`config.mk`:
```
export PLATFORM = sky130hd
export DESIGN_NAME = sram_access_ctrl
export DESIGN_NICKNAME = d
export VERILOG_FILES = /design/src/rtl/slc3_mem_pkg.sv /design/src/rtl/sram_access_ctrl.sv
export SDC_FILE = /design/constraint.sdc
export NUM_CORES = 1
export LEC_CHECK = 0
export CORE_ASPECT_RATIO = 0.6
export CORE_MARGIN = 10
export CORE_UTILIZATION = 35
export CTS_CLUSTER_SIZE = 30
export DETAILED_ROUTE_END_ITERATION = 6
export PLACE_DENSITY = 0.74
export SYNTH_ARGS = -nofsm -noshare
export SYNTH_HDL_FRONTEND = slang
export SYNTH_SLANG_ARGS = --single-unit
export TNS_END_PERCENT = 100
```
`constraint.sdc`:
```
create_clock -name Clk -period 5.07 [get_ports Clk]
set_input_delay 1.014 -clock Clk [delete_from_list [all_inputs] [get_ports Clk]]
set_output_delay 1.014 -clock Clk [all_outputs]
set_load 0.1 [all_outputs]
```
`src/rtl/slc3_mem_pkg.sv`:
```
// Shared types and constants for the SLC-3 memory-side access controller.
package slc3_mem_pkg;

    typedef enum logic [2:0] {
        IDLE,
        SETUP,
        ACCESS,
        DONE,
        IO_DONE
    } mem_state_t;

    // Word address that maps to the switches (read) and hex display (write).
    localparam logic [15:0] IO_ADDR_DEFAULT = 16'hFFFF;

    // Active-low SRAM strobe bundle.
    typedef struct packed {
        logic ce;
        logic ub;
        logic lb;
        logic oe;
        logic we;
    } strobe_t;

    localparam strobe_t STROBE_OFF = '{ce: 1'b1, ub: 1'b1, lb: 1'b1, oe: 1'b1, we: 1'b1};

endpackage

```
`src/rtl/sram_access_ctrl.sv`:
```
// Sequences one CPU word request at a time onto a 1Mx16 async SRAM with a
// programmable number of wait states, and decodes one address as switch/hex I/O.
module sram_access_ctrl
    import slc3_mem_pkg::*;
#(
    parameter int          WAIT_STATES = 2,
    parameter logic [15:0] IO_ADDR     = IO_ADDR_DEFAULT
) (
    input  logic        Clk,
    input  logic        Reset,
    input  logic        req,
    input  logic        we,
    input  logic [15:0] addr,
    input  logic [15:0] wdata,
    output logic [15:0] rdata,
    output logic        ack,
    output logic        busy,
    input  logic [15:0] Switches,
    output logic [15:0] hex_reg,
    output logic [19:0] ADDR,
    output logic        CE,
    output logic        UB,
    output logic        LB,
    output logic        OE,
    output logic        WE,
    output logic [15:0] Data_write,
    input  logic [15:0] Data_read,
    output logic        Data_oe
);

    localparam logic [3:0] COUNT_LOAD = 4'(WAIT_STATES - 1);

    mem_state_t  state, state_nxt;
    logic [3:0]  count;
    logic        we_q;
    logic [15:0] wdata_q;
    strobe_t     strb, strb_nxt;
    logic        data_oe_nxt;

    // A request is only seen while idle; busy is high in every other state.
    logic accept;
    logic is_io;
    logic cur_we;
    assign accept = (state == IDLE) && req;
    assign is_io  = (addr == IO_ADDR);
    // Direction of the access being entered: the live input on the accept edge, latched afterwards.
    assign cur_we = accept ? we : we_q;

    // Next-state decode.
    always_comb begin
        // NOTE: every output of a combinational block gets a default first so no path infers a latch.
        state_nxt = state;
        unique case (state)
            IDLE:    if (req) state_nxt = is_io ? IO_DONE : SETUP;
            SETUP:   state_nxt = ACCESS;
            ACCESS:  if (count == 4'd0) state_nxt = DONE;
            DONE:    state_nxt = IDLE;
            IO_DONE: state_nxt = IDLE;
            default: state_nxt = IDLE;
        endcase
    end

    // Strobe decode from the next state, so pins change only on the clock edge.
    always_comb begin
        strb_nxt    = STROBE_OFF;
        data_oe_nxt = 1'b0;
        unique case (state_nxt)
            SETUP: begin
                strb_nxt.ce = 1'b0;
                strb_nxt.ub = 1'b0;
                strb_nxt.lb = 1'b0;
                strb_nxt.oe = cur_we;
                data_oe_nxt = cur_we;
            end
            ACCESS: begin
                strb_nxt.ce = 1'b0;
                strb_nxt.ub = 1'b0;
                strb_nxt.lb = 1'b0;
                if (we_q) begin
                    strb_nxt.we = 1'b0;
                    data_oe_nxt = 1'b1;
                end else begin
                    strb_nxt.oe = 1'b0;
                end
            end
            DONE: begin
                // Writes keep the chip selected and the bus driven one cycle past WE rising.
                if (we_q) begin
                    strb_nxt.ce = 1'b0;
                    strb_nxt.ub = 1'b0;
                    strb_nxt.lb = 1'b0;
                    data_oe_nxt = 1'b1;
                end
            end
            default: ;
        endcase
    end

    // Control state, wait counter and registered handshake/strobe outputs.
    always_ff @(posedge Clk) begin
        if (Reset) begin
            state   <= IDLE;
            count   <= 4'd0;
            strb    <= STROBE_OFF;
            Data_oe <= 1'b0;
            ack     <= 1'b0;
            busy    <= 1'b0;
        end else begin
            // NOTE: sequential state uses non-blocking assignments so every register samples pre-edge values.
            state   <= state_nxt;
            strb    <= strb_nxt;
            Data_oe <= data_oe_nxt;
            ack     <= (state_nxt == DONE) || (state_nxt == IO_DONE);
            busy    <= (state_nxt != IDLE);
            if (state == SETUP)
                count <= COUNT_LOAD;
            else if ((state == ACCESS) && (count != 4'd0))
                count <= count - 4'd1;
        end
    end

    // Request latch, SRAM address, read-data return and hex-display register.
    always_ff @(posedge Clk) begin
        if (Reset) begin
            we_q    <= 1'b0;
            wdata_q <= 16'h0000;
            ADDR    <= 20'h00000;
            rdata   <= 16'h0000;
            hex_reg <= 16'h0000;
        end else begin
            if (accept) begin
                we_q    <= we;
                wdata_q <= wdata;
                if (!is_io)
                    ADDR <= {4'h0, addr};
                else if (we)
                    hex_reg <= wdata;
                else
                    rdata <= Switches;
            end
            // Read data is captured at the end of the last ACCESS cycle while OE is still low.
            if ((state == ACCESS) && (count == 4'd0) && !we_q)
                rdata <= Data_read;
        end
    end

    assign CE         = strb.ce;
    assign UB         = strb.ub;
    assign LB         = strb.lb;
    assign OE         = strb.oe;
    assign WE         = strb.we;
    assign Data_write = wdata_q;

endmodule

```
Word level (Yosys, flattened, before mapping)

Cells that the tools add are included.

Output and inout port bits: 76
Input port bits: 68
Bits in registers: 80

Multiplexer cells: 17
Add/subtract/negate cells: 1
Equality and inequality tests: 8
Reduce and logical (&&, ||, !) cells: 20
Bitwise gates (word level): 2

Operators with widths:

| operator                                              | count |
|---|---|
| 2-to-1 mux 16 bit                                     | 4 |
| equality test 16 bit, second input constant           | 1 |
| 2-to-1 mux 3 bit                                      | 4 |
| equality test 3 x 2 -> 1 bit, second input constant   | 3 |
| case mux 3 bit (3 select lines)                       | 1 |
| OR reduction 2 bit                                    | 4 |
| equality test 3 x 1 -> 1 bit, second input constant   | 2 |
| case mux 3 bit (2 select lines)                       | 1 |
| AND reduction 3 bit                                   | 2 |
| nonzero test 2 bit                                    | 3 |
| 2-to-1 mux 1 bit                                      | 5 |
| logical AND 1 bit                                     | 4 |
| logical NOT 4 bit                                     | 1 |
| case mux 1 bit (2 select lines)                       | 2 |
| nonzero test 4 bit                                    | 1 |
| subtractor 4 x 1 -> 4 bit, second input constant      | 1 |
| equality test 3 bit, second input constant            | 1 |
| logical NOT 3 bit                                     | 1 |
| nonzero test 3 bit                                    | 1 |
| inequality test 2 x 1 -> 1 bit, second input constant | 1 |
| NOT 1 bit                                             | 2 |
| AND reduction 2 bit                                   | 1 |
| logical NOT 1 bit                                     | 1 |
| logical OR 1 bit                                      | 1 |

Longest topological paths before layout

Depth in word-level cells: 7
Gate-level depth with buffers: 7
Gate-level depth less buffers: 6

Worst setup path after synthesis

OpenSTA, ideal clock, no wires.

Path type: input -> register
From: in addr[6]
To: reg hex_reg[12]
Arrival: 2310 ps
Slack: 2628 ps
Stages on the path: 6
Required time: 4938 ps
Path buffers: 2
Cell sequence: nand4_1 or4_1 clkbuf_1 buf_2 o21ai_0 a21oi_1

Word-level cells in the longest chain between the ends: 2

RTL lines:

| what                                 | RTL line                | RTL |
|---|---|---|
| from (decl)                          | sram_access_ctrl.sv:13  | `input logic [15:0] addr,` |
| equality test 16 bit                 | sram_access_ctrl.sv:45  | `assign is_io = (addr == IO_ADDR);` |
| AND reduction 3 bit (no source line) | --                      |  |
| to (signal assigned)                 | sram_access_ctrl.sv:137 | `hex_reg <= wdata;` |
| to (decl)                            | sram_access_ctrl.sv:19  | `output logic [15:0] hex_reg,` |

Every way passes these cells.
A chain may end at the register's enable or synchronous reset.

Worst setup path after layout

From: in addr[1]
To: reg rdata[15]

Word-level cells in the longest chain between the ends: 3

RTL lines:

| what                                 | RTL line                | RTL |
|---|---|---|
| equality test 16 bit                 | sram_access_ctrl.sv:45  |  |
| nonzero test 2 bit (no source line)  | --                      |  |
| AND reduction 3 bit (no source line) | --                      |  |
| to (signal assigned)                 | sram_access_ctrl.sv:139 | `rdata <= Switches;` |
| to (signal assigned)                 | sram_access_ctrl.sv:143 | `rdata <= Data_read;` |
| to (decl)                            | sram_access_ctrl.sv:15  | `output logic [15:0] rdata,` |

Every way passes these cells.

==> results.md <==
* WL per Instance at 17.64 um
* RSZ-0062 raised after global routing: false
* Initial core utilization at 0.3655
* Grt ovf at 0
* Worst EP arrival at roughly 3.4 ns
* Design area at 4840 sq um
* DP HPWL at slightly above 8 mm
* Post-Place Setup Slack at 1.569 ns
* Peak supply drop at 0.0001848 V
* Ys async rst share at 0
* Crit start category: input pin
* Drt drc at 0
* CTS Root Cell: clkbuf_16
* Cell-internal power at around 1.2 mW
* Final cell count without fillers at 622
* First-pass DRT Iterations at 5
* Skew final at 0.004620 ns
* H-tree levels at 3
* Combinational share of power at 0.311
* Area leader, netlist: dfxtp_1
* Clk_lat worst skew at 0.33 ns
* Clock net sink count at between 70 and 80
* CORE AREA at about 8700 sq um
* Placed cells at 606
* Mapped Avg Cell Area at 8.237 sq um
* Synth top area share at 0.4937
* Post-Synthesis Cells at 384
* Num CTS Buffers at 9
* Cts repair resizes at 0
* Max_slew headroom at 0.2843
* Outcome: complete, no violations
* Min cycle time layout at 3.178 ns
* Syn Std Cell Area at 3163 sq um
* Critical path cell sequence: clkdlybuf4s50_1, nand4_1, or4_1, buf_4, o21ai_0, a311oi_1
* # fillers at 777
* EDFF count, synth at 0
* Synth top cells by count: dfxtp_1, nand2_1, a21oi_1
* N_diodes at 0
* Rows at 26
* CTS tree: built
* Vias in the first global route at 3284
* Final wirelength at between 10 and 15 mm
* Crit path buffers/inverters at 2
* Final hold violation count at 0
* Reg clk slew, reported paths at 0.06 ns
* Synth cell types at 38
* Total Negative Setup Slacks at 0 ns
* Clock power share at 0.316
* Initial antenna violation count at 0
* Setup CP Type: in2reg
* Placer Congestion at 0.7694
* Hold WC Path Type: reg2reg
* GRT Total Usage at 0.1569
* Tcrit/Tclk final at 0.6269
* Slew Limit Fails at 0
* Placed inst area at 4577 sq um
* Pwr dens at 377.1 nW/um^2
* Crit Path Max Fanout at 25
* Sequential group share of total power at 0.372
* Vias/cell at approximately 5.3
* Cts hold-fix bufs at 0
* Largest net degree at the start of global routing at 43
* Vias after detailed routing at 3270
* Worst slew pin tran at 1.066 ns
* Post-synthesis sequential area ratio at 0.4937
* Die height at around 94 um
* Setup bufs post-CTS at 0
* Cell family with most CP delay: simple AND/OR/NAND/NOR gates
* Sw frac at 0.3689
* Sw power at roughly 0.67 mW
* Worst Path Required at between 5 and 6 ns
* Cell leakage power at around 1.7 nW
* Layout cells sized above 1 at 0.04902
* Global-route wire length before repair at 16.95 mm
* Synth Flop Type: dfxtp_1
* Most frequent cell after synthesis: dfxtp_1
* Final antenna-violating net count at 0
* Peak Freq at between 300 and 400 MHz
* Max_cap viols at 0
* Yosys reg bits at approximately 80
* PortBufs at 139
* Synth top area cells: dfxtp_1, a21oi_1, nand3_1, nand2_1, o21ai_0
* Die Wd at 142.7 um
* CP max-delay cell: or4_1
* Area Overhead vs Synth at 53.01%
* CP peak stage delay at about 0.93 ns
* CP endpoint kind: flop
* DIE AREA at 13360 sq um
* IO Count at 144
* Total of warnings raised by yosys at 0
* Fin worst setup slack at about 1.9 ns
* Endpoints failing setup at 0
* Nets at between 500 and 600
* Clock tree buffer depth at 2
* DR iter-0 viols at approximately 130
## metal layers
metal | wire length, um | global-route usage
met5 | 0 | 0
met4 | 74 | 0.03333
met3 | 1198 | 0.08788
met2 | 5398 | 0.2636
met1 | 4298 | 0.1711
## cell usage in the layout (no fill, tap or decap), types with 3 or more instances in the layout
| cell type | instances |
|---|---|
| nand2b_1 | 3 |
| inv_1 | 3 |
| clkbuf_16 | 9 |
| nand2_1 | 53 |
| a311oi_1 | 16 |
| nor2_1 | 23 |
| buf_4 | 6 |
| clkdlybuf4s50_1 | 138 |
| dfxtp_1 | 78 |
| o21ai_0 | 30 |
| nand3_1 | 50 |
| conb_1 | 4 |
| a21oi_1 | 52 |
| clkbuf_1 | 5 |
| nand4_1 | 7 |
## cell families after synthesis
logic type | after synthesis | synth area share
XOR/XNOR | 2 | 0.005539
other | 1 | 0.001186
buffers and inverters | 41 | 0.05973
AO/OA/AOI/OAI | 109 | 0.2017
AND/OR/NAND/NOR | 152 | 0.2342
adder cells (fa/ha/maj) | 1 | 0.003955
flip-flops | 78 | 0.4937
## final cells by class
class                   instances  area, sq um  area share
flip-flops and latches         78         1562      0.3226
multi-input cells             268         1433      0.2960
repair buffers                145         1431      0.2958
clock buffers                  15        257.7     0.05326
well taps                     112        140.1     0.02896
inverters                       3        11.26    0.002327
clock inverters                 1        5.005    0.001034
## stage by stage
| step | power, mW | hold slack, ns | utilization |
|---|---|---|---|
| 6_report | 1.825 | 0.4503 | 0.5593 |
| 3_5_place_dp | 1.263 | 0.4282 | 0.5289 |
| 4_1_cts | 1.844 | 0.4516 | 0.5593 |
| 2_1_floorplan | 1.099 | 0.3938 | - |
| 3_3_place_gp | 1.254 | 0.4263 | 0.5289 |
| 5_1_grt | 1.898 | 0.4715 | 0.5593 |
## worst paths after layout
kind / slack, ns / depth (start not counted) / endpoint / start
worst min-delay path: 0.45 / 1 / WE / we_q
worst max register to register: 2.95 / 5 / hex_reg[9] / state[1]
worst max-delay path: 1.89 / 6 / rdata[15] / addr[1]
worst min register to register: 0.45 / 1 / WE / we_q
## power groups by stage
stage / Clock [mW] / Sequential (mW) / Combinational [mW]
3_5_place_dp: 0 / 0.692 / 0.570
5_1_grt: 0.620 / 0.684 / 0.594
3_3_place_gp: 0 / 0.691 / 0.563
4_1_cts: 0.593 / 0.679 / 0.572
2_1_floorplan: 0 / 0.946 / 0.153
6_report: 0.577 / 0.679 / 0.568
Power figures use the tool's default switching activity.
